==> src/rtl/ext_pkg.sv <==
// ----------------------------------------------------------------------------
// ext_pkg
//   Shared definitions for the immediate-extension slice.
//   - ext_op_t    : extension op encodings carried on in_op
//   - ext_entry_t : one buffered result {data, tag} at the default widths
//   - EXT_*_W     : default widths used by the stage and its users
// ----------------------------------------------------------------------------
package ext_pkg;

  localparam int EXT_IN_W  = 16;
  localparam int EXT_OUT_W = 32;
  localparam int EXT_TAG_W = 5;

  typedef enum logic [1:0] {
    EXT_ZERO   = 2'b00,
    EXT_UPPER  = 2'b01,
    EXT_SIGN   = 2'b10,
    EXT_BRANCH = 2'b11
  } ext_op_t;

  typedef struct packed {
    logic [EXT_OUT_W-1:0] data;
    logic [EXT_TAG_W-1:0] tag;
  } ext_entry_t;

endpackage

==> src/rtl/imm_ext_core.sv <==
// ----------------------------------------------------------------------------
// imm_ext_core
//   Purely combinational immediate extender.
//   Ports:
//     imm  in  IN_W   raw immediate
//     op   in  2      extension op (ext_op_t encoding)
//     data out OUT_W  extended immediate
//   Config macro: EXT_BRANCH_MODE_EN
//     defined   -> op BRANCH yields the sign-extended value shifted left by 2
//     undefined -> op BRANCH yields the plain sign-extended value
// ----------------------------------------------------------------------------
module imm_ext_core
  import ext_pkg::*;
#(
  parameter int IN_W  = 16,
  parameter int OUT_W = 32
) (
  input  logic [IN_W-1:0]  imm,
  input  logic [1:0]       op,
  output logic [OUT_W-1:0] data
);

  localparam int PAD_W = OUT_W - IN_W;

  logic [OUT_W-1:0] sign_ext;

  assign sign_ext = {{PAD_W{imm[IN_W-1]}}, imm};

  // Select the extension; BRANCH drops the top two sign bits to keep OUT_W.
  always_comb begin
    data = '0;
    case (ext_op_t'(op))
      EXT_ZERO:   data = {{PAD_W{1'b0}}, imm};
      EXT_UPPER:  data = {imm, {PAD_W{1'b0}}};
      EXT_SIGN:   data = sign_ext;
`ifdef EXT_BRANCH_MODE_EN
      EXT_BRANCH: data = {sign_ext[OUT_W-3:0], 2'b00};
`else
      EXT_BRANCH: data = sign_ext;
`endif
      default:    data = '0;
    endcase
  end

endmodule

==> src/rtl/imm_ext_stage.sv <==
// ----------------------------------------------------------------------------
// imm_ext_stage
//   ID-stage immediate extender registered into a 2-entry in-order skid buffer.
//   Ports:
//     clk, rst_n            clock, asynchronous active-low reset
//     flush                 synchronous drop of every buffered entry
//     in_valid / in_ready   upstream handshake; in_ready depends on count only
//     in_imm, in_op, in_tag raw immediate, extension op, sideband tag
//     out_valid / out_ready downstream handshake for the head entry
//     out_data, out_tag     head entry (entry0) contents
//   Config macro: EXT_BRANCH_MODE_EN (selects BRANCH shifting in imm_ext_core)
//   OUT_W must be greater than IN_W.
// ----------------------------------------------------------------------------
module imm_ext_stage
  import ext_pkg::*;
#(
  parameter int IN_W  = EXT_IN_W,
  parameter int OUT_W = EXT_OUT_W,
  parameter int TAG_W = EXT_TAG_W
) (
  input  logic             clk,
  input  logic             rst_n,
  input  logic             flush,
  input  logic             in_valid,
  output logic             in_ready,
  input  logic [IN_W-1:0]  in_imm,
  input  logic [1:0]       in_op,
  input  logic [TAG_W-1:0] in_tag,
  output logic             out_valid,
  input  logic             out_ready,
  output logic [OUT_W-1:0] out_data,
  output logic [TAG_W-1:0] out_tag
);

  // Same layout as ext_entry_t, sized by this instance's parameters.
  typedef struct packed {
    logic [OUT_W-1:0] data;
    logic [TAG_W-1:0] tag;
  } entry_t;

  logic [1:0]       count, count_nxt;
  entry_t           entry0, entry1, entry0_nxt, entry1_nxt, new_entry;
  logic [OUT_W-1:0] ext_data;
  logic             push, pop;

  imm_ext_core #(
    .IN_W  (IN_W),
    .OUT_W (OUT_W)
  ) u_core (
    .imm  (in_imm),
    .op   (in_op),
    .data (ext_data)
  );

  assign new_entry = '{data: ext_data, tag: in_tag};

  assign in_ready  = (count < 2'd2);
  assign out_valid = (count != 2'd0);
  assign push      = in_valid & in_ready;
  assign pop       = out_valid & out_ready;
  assign out_data  = entry0.data;
  assign out_tag   = entry0.tag;

  // Buffer update. Push+pop is only possible at count 1 (empty has no pop,
  // full has no push), so the new entry then replaces the head directly.
  // Flush only clears the count; stale entry contents are don't-care.
  always_comb begin
    count_nxt  = count;
    entry0_nxt = entry0;
    entry1_nxt = entry1;
    if (flush) begin
      count_nxt = 2'd0;
    end else begin
      case ({push, pop})
        2'b10: begin
          if (count == 2'd0) entry0_nxt = new_entry;
          else               entry1_nxt = new_entry;
          count_nxt = count + 2'd1;
        end
        2'b01: begin
          entry0_nxt = entry1;
          count_nxt  = count - 2'd1;
        end
        2'b11: begin
          entry0_nxt = new_entry;
        end
        default: ;
      endcase
    end
  end

  always_ff @(posedge clk or negedge rst_n) begin
    if (!rst_n) begin
      count  <= 2'd0;
      entry0 <= '0;
      entry1 <= '0;
    end else begin
      count  <= count_nxt;
      entry0 <= entry0_nxt;
      entry1 <= entry1_nxt;
    end
  end

endmodule

==> config.mk <==
export PLATFORM = sky130hd
export DESIGN_NAME = imm_ext_stage
export DESIGN_NICKNAME = d
export VERILOG_FILES = /design/src/rtl/ext_pkg.sv /design/src/rtl/imm_ext_core.sv /design/src/rtl/imm_ext_stage.sv
export SDC_FILE = /design/constraint.sdc
export NUM_CORES = 1
export LEC_CHECK = 0
export CORE_MARGIN = 4
export CORE_UTILIZATION = 49
export DETAILED_ROUTE_END_ITERATION = 10
export DONT_BUFFER_PORTS = 1
export PLACE_DENSITY = 0.68
export SYNTH_ARGS = -nofsm -noshare
export SYNTH_HDL_FRONTEND = slang
export SYNTH_SLANG_ARGS = --single-unit
==> constraint.sdc <==
create_clock -name clk -period 2.4 [get_ports clk]
set_clock_uncertainty 0.05 [all_clocks]
set_input_delay 0.24 -clock clk [delete_from_list [all_inputs] [get_ports clk]]
set_output_delay 0.24 -clock clk [all_outputs]
set_load 0.02 [all_outputs]
==> flow_summary.ini, run 1 <==
[sta]
period_needed_ns = 1.92
fin_crit_sh = 0.800
tightest_slew_ns = 0.967
tns_ns = 0
slew_violations = 0
setup_viol = 0
rsz0062_at_grt = no
max_freq_ghz = 0.521
maxSlewHeadroom = 0.354
finalHoldViolations = 0

[yosys]
ys_warn_count = 0
syn-instance-count = 372
yosysSeqAreaShare = 0.560
synthesis.nets = 400
yosysTopAreaCell = dfrtp_1
avgSynthCellArea_um2 = 9.13
ys_types = 26
synth_top_area_frac = 0.560
synth_area_mm2 = 0.00340
ys_ff_latch = 76
netlist_top_cells_area = dfrtp_1 (56%), nand2_1 (9.4%), a21oi_1 (8.7%), o21ai_1 (5.0%), a22o_1 (3.9%)

[status]
status = finished, final reports clean

[clock_tree]
cts_root_buffer = clkbuf_8
clkTransAtPathRegs_ns = 0.08
clockBufferDepth = 2
cts_made_buffers = 9
clock_latency_ns = 0.34
ctsHoldBuffers = 24
cts_htree_levels = 3
ctsResizeCount = 0
clock_sinks = 76
cts_setup_buffers = 0
cts_tree = yes

[hold_path]
min_to = count[1]
hold_depth = 2
holdCritPathClass = in2reg
hold_start = in_valid

[power_and_ir_drop]
p_seq_frac = 0.475
irDropWorstVdd_mv = 0.644
switching_share = 0.274
p_switching_mw = 1.09
leakage_nw = 1.88
power_density_mw_per_mm2 = 991
p_int_mw = 2.88
power.share.combinational = 0.125
clkPwrFrac = 0.400

[floorplan]
core_area_mm2 = 0.00676
die_w_um = 91.2
die_area_mm2 = 0.00833
rows = 30
die_y_um = 91.2
start_util = 0.503
pin_count = 67

[drt]
antenna_left = 0
wl_um = 8390
via_per_inst = 5.74
drt_iter0_drc = 153
wire_per_inst_um = 17.8
firstDrtPassIters = 4
drc = 0
vias = 2705

[grt]
first_global_vias = 2725
grt_max_degree = 77
gr-total-overflow = 0
antenna_found_initial = 0
grt_pass1_wl_um = 14000
grt_usage = 0.212

[final_layout]
nets = 414
layout-drive-gt1-share = 0.0767
area_delta_synth_final_pct = 18.0
stdcell_area_mm2 = 0.00401
n_antenna_cell = 0

[worst_setup_path]
r2r_slack_ns = 0.48
cp.required_ns = 2.55
crit_type = reg2reg
regToRegStartpoint = count[1]
reg2reg_to = entry1[25]
ff2ff_path_depth = 5
start_kind = flip-flop
worstSetupEndpointType = flip-flop
cpMaxStageDelayCell = dfrtp_1
critPathMaxFanout = 69
crit_chain = nand2b_1, or3_2, buf_4, nand2_1, o21ai_1
slowest_delay_ns = 0.50
worstPathArrival_ns = 2.07

[placed_design]
place.gp.congestion = 0.794
port_buffers = 0
place_area_mm2 = 0.00342
place_hpwl_um = 5210

[flow_run]
max_cap_viol_count = 0
-- final cells by class --
class                   instances  area [µm²]
multi-input cells             266        1350
clock inverters                 7         210
clock buffers                   9         124
repair buffers                 32         318
well taps                      80         100
fillers                       573        2750
flip-flops and latches         76        1900
inverters                       1        3.75
-- power groups by stage --
| stage | combinational, mW | sequential (mW) | clock, mW |
|---|---|---|---|
| after CTS | 0.502 | 1.89 | 1.61 |
| after global placement | 0.414 | 1.91 | 0 |
| final | 0.498 | 1.89 | 1.59 |
| after global routing | 0.577 | 1.92 | 1.67 |
| after detailed placement | 0.434 | 1.92 | 0 |
| after floorplan | 0.371 | 1.85 | 0 |
-- routing by layer --
metal  vias to the layer above  global-route usage  wire length (µm)
met1                      1318               0.266              3630
met5                         -                   0                 0
li1                       1292                   -                 -
met4                         0              0.0603               122
met3                        13              0.0762               633
met2                        82               0.347              4010
-- stage by stage --
stage | utilization | power (mW) | worst slack, ns | hold slack [ns] | instances
5_1_grt | 0.593 | 4.17 | 0.380 | 0.0174 | 471
4_1_cts | 0.593 | 4.01 | 0.499 | 0.00168 | 471
3_3_place_gp | 0.506 | 2.32 | 0.569 | -0.103 | 431
6_report | 0.593 | 3.97 | 0.481 | 0.0139 | 471
3_5_place_dp | 0.506 | 2.35 | 0.510 | -0.104 | 431
2_1_floorplan | - | 2.22 | 0.719 | -0.106 | 372
-- cells in the mapped netlist, drive strengths merged --
library cell,count
or3,1
clkbuf,18
nand3b,1
or2,1
inv,1
nand2,85
a22o,15
nand2b,4
buf,11
o21ai,35
a21oi,60
o22a,1
nor2,23
nand3,16
or3b,1
mux2i,1
dfrtp,76
and2,1
o21a,16
nor2b,2
nor3,1
a21o,2
-- placed cells by master, fill, tap and decap left out, drive strengths merged, types with 2 or more instances in the layout --
| cell type | netlist | layout |
|---|---|---|
| a21oi | 60 | 60 |
| a21o | 2 | 2 |
| a22o | 15 | 15 |
| nor2b | 2 | 2 |
| buf | 11 | 9 |
| nand3 | 16 | 16 |
| clkbuf | 18 | 9 |
| nand2 | 85 | 85 |
| nand2b | 4 | 4 |
| nor2 | 23 | 23 |
| o21a | 16 | 16 |
| dfrtp | 76 | 76 |
| bufinv | 0 | 7 |
| dlygate4sd3 | 0 | 23 |
| o21ai | 35 | 35 |
-- how the worst max path moves through the flow --
stage | depth (start not counted) | to | startpoint | slack [ns]
global route | 5 | entry1[21] | count[1] | 0.38
detailed placement | 5 | out_data[31] | count[1] | 0.51
floorplan | 6 | out_data[19] | count[1] | 0.72
finish | 5 | entry1[25] | count[1] | 0.48
global placement | 5 | out_data[31] | count[1] | 0.57
CTS | 5 | out_data[31] | count[1] | 0.50
-- sequential cells by signal, indices dropped and copies added (netlist names) --
name and cells:
entry1 37, count 2, out_tag 5, out_data 32
-- critical path: cells and delay by family, from the launching register on --
| family | cells | cell delay, ns |
|---|---|---|
| buffers and inverters | 1 | 0.33 |
| DFF | 1 | 0.50 |
| and+or+nand+nor | 3 | 0.78 |
| AOI/OAI and AO/OA | 1 | 0.08 |
-- cells by family (layout without fill, tap and decap cells) --
kind of cell	after synthesis	count (layout)	share of synthesized area
flip-flops	76	76	0.560
AND/OR/NAND/NOR	136	136	0.167
AO/OA/AOI/OAI	129	129	0.224
buffers and inverters	30	49	0.0461
multiplexers	1	1	0.00295
Note: power is estimated with default switching activity, not from simulation.
==> run 2: changes to the inputs <==
Settings changed: PLACE_DENSITY 0.68 to 0.7.
Clock period 2.4 ns to 1.7 ns, I/O delays scaled along.
==> flow_summary.ini, run 2 (synthesis gave the netlist of run 1 again) <==
[worst_setup_path]
cp_common_cell = a21oi_1
worstPathArrival_ns = 1.84
path_buf_inv = 1
ff2ff_path_depth = 5
crit_type = reg2reg
cpMaxStageDelayCell = or3b_4
reg2reg_to = out_data[9]
slowest_delay_ns = 0.43
cp.required_ns = 1.88
r2r_slack_ns = 0.05
start_kind = flip-flop
critPathMaxFanout = 6
crit_chain = or3b_4, a21o_4, buf_4, a21oi_1, a21oi_1
cp_top_family = compound AO/OA/AOI/OAI gates
regToRegStartpoint = count[1]
worstSetupEndpointType = flip-flop

[flow_run]
max_cap_viol_count = 0

[placed_design]
place_hpwl_um = 5430
dp_slack_ns = 0.0573
port_buffers = 0
place.gp.congestion = 0.800

[grt]
antenna_found_initial = 0
gr-total-overflow = 0
grt_pass1_wl_um = 14600
first_global_vias = 2843
grt_max_degree = 77
grt_usage = 0.221

[status]
status = finished, violations left
violations = hold timing

[drt]
antenna_left = 0
wl_um = 8960
drc = 0
wire_per_inst_um = 18.6
via_per_inst = 5.78
drt_iter0_drc = 227
firstDrtPassIters = 4
vias = 2787

[power_and_ir_drop]
irDropWorstVdd_mv = 0.994
leakage_nw = 1.90
power_density_mw_per_mm2 = 1190

[sta]
fin_hold_ws_ns = -0.543
maxSlewHeadroom = 0.360
max_freq_ghz = 0.605
setup_viol = 0
tightest_slew_ns = 0.958
setup_ws_ns = 0.0460
period_needed_ns = 1.65
slew_violations = 0
finalHoldViolations = 76
rsz0062_at_grt = yes
fin_crit_sh = 0.973

[final_layout]
nFillCells = 596
final_common_cell = nand2_1
n_antenna_cell = 0
largest_reg_flops = 37
area_delta_synth_final_pct = 19.1
layout_common_cells = nand2_1 (85), dfrtp_1 (76), a21oi_1 (58)
layout-drive-gt1-share = 0.104
largest-register = entry1
nets = 425
postLayoutCoreUtil = 0.599
multiInputGateArea_mm2 = 0.00137
seqCellArea_mm2 = 0.00190

[clock_tree]
cts_made_buffers = 9
clock_sinks = 76
clockBufferDepth = 2
clock_latency_ns = 0.35
cts_setup_buffers = 0
cts_htree_levels = 3
cts_root_buffer = clkbuf_8
ctsHoldBuffers = 26
clkTransAtPathRegs_ns = 0.08
cts_tree = yes

[floorplan]
pin_count = 67
core_area_mm2 = 0.00676
start_util = 0.503
rows = 30
die_area_mm2 = 0.00833
die_w_um = 91.2
die_y_um = 91.2

[hold_path]
holdCritPathClass = in2async
==> run 2: cell count changes in the layout (fill, tap and decap cells not counted), sizes merged <==
cell	change
buf	+7
bufinv	-6
clkinvlp	+1
clkbuf	+3
dlygate4sd3	+3
clkinv	+3
==> run 2: final cells by class <==
cell class | count | area share
Clock buffer | 11 | 0.0374
Multi-Input combinational cell | 266 | 0.339
Clock inverter | 5 | 0.0149
Timing Repair Buffer | 43 | 0.113
Sequential cell | 76 | 0.470
Inverter | 1 | 0.000928
Tap cell | 80 | 0.0248
==> run 2: through the flow <==
stage | power [mW] | TNS [ns] | cells | area [µm²]
after floorplan | 3.14 | 0 | 372 | 3400
after global placement | 3.31 | 0 | 439 | 3530
after detailed placement | 3.35 | 0 | 439 | 3530
after CTS | 4.85 | 0 | 481 | 4000
after global routing | 5.09 | -0.00133 | 482 | 4040
final | 4.82 | 0 | 482 | 4040
==> run 2: what timing repair did <==
item / CTS / global route
hold endpoints to repair: 131 / 76
endpoints found under the setup margin: 0 / 28
resized for setup: 0 / 5
==> run 2: power breakdown <==
| group | switching (mW) | internal, mW |
|---|---|---|
| Sequential | 0.480 | 2.18 |
| Combinational | 0.374 | 0.347 |
| Clock | 0.677 | 0.761 |
| Total | 1.53 | 3.29 |
==> run 2: worst max-delay path by stage <==
stage,start,cells past startpoint,endpoint
floorplan,count[1],6,out_data[19]
global placement,count[1],4,out_data[18]
detailed placement,count[1],4,out_data[23]
CTS,count[1],4,out_data[18]
global route,count[1],5,out_data[9]
finish,count[1],5,out_data[9]
==> run 2: per-layer routing <==
metal	track usage	part of all wire	vias up
li1	-	-	1321
met1	0.273	0.42	1354
met2	0.356	0.48	90
met3	0.0878	0.074	22
met4	0.0678	0.022	0
met5	0	0	-
==> run 3: changes to the inputs <==
Settings changed: GPL_ROUTABILITY_DRIVEN from default to 0.
==> results of run 3 <==
Same layout as run 2: the final DEF is identical, and so are final timing and power.
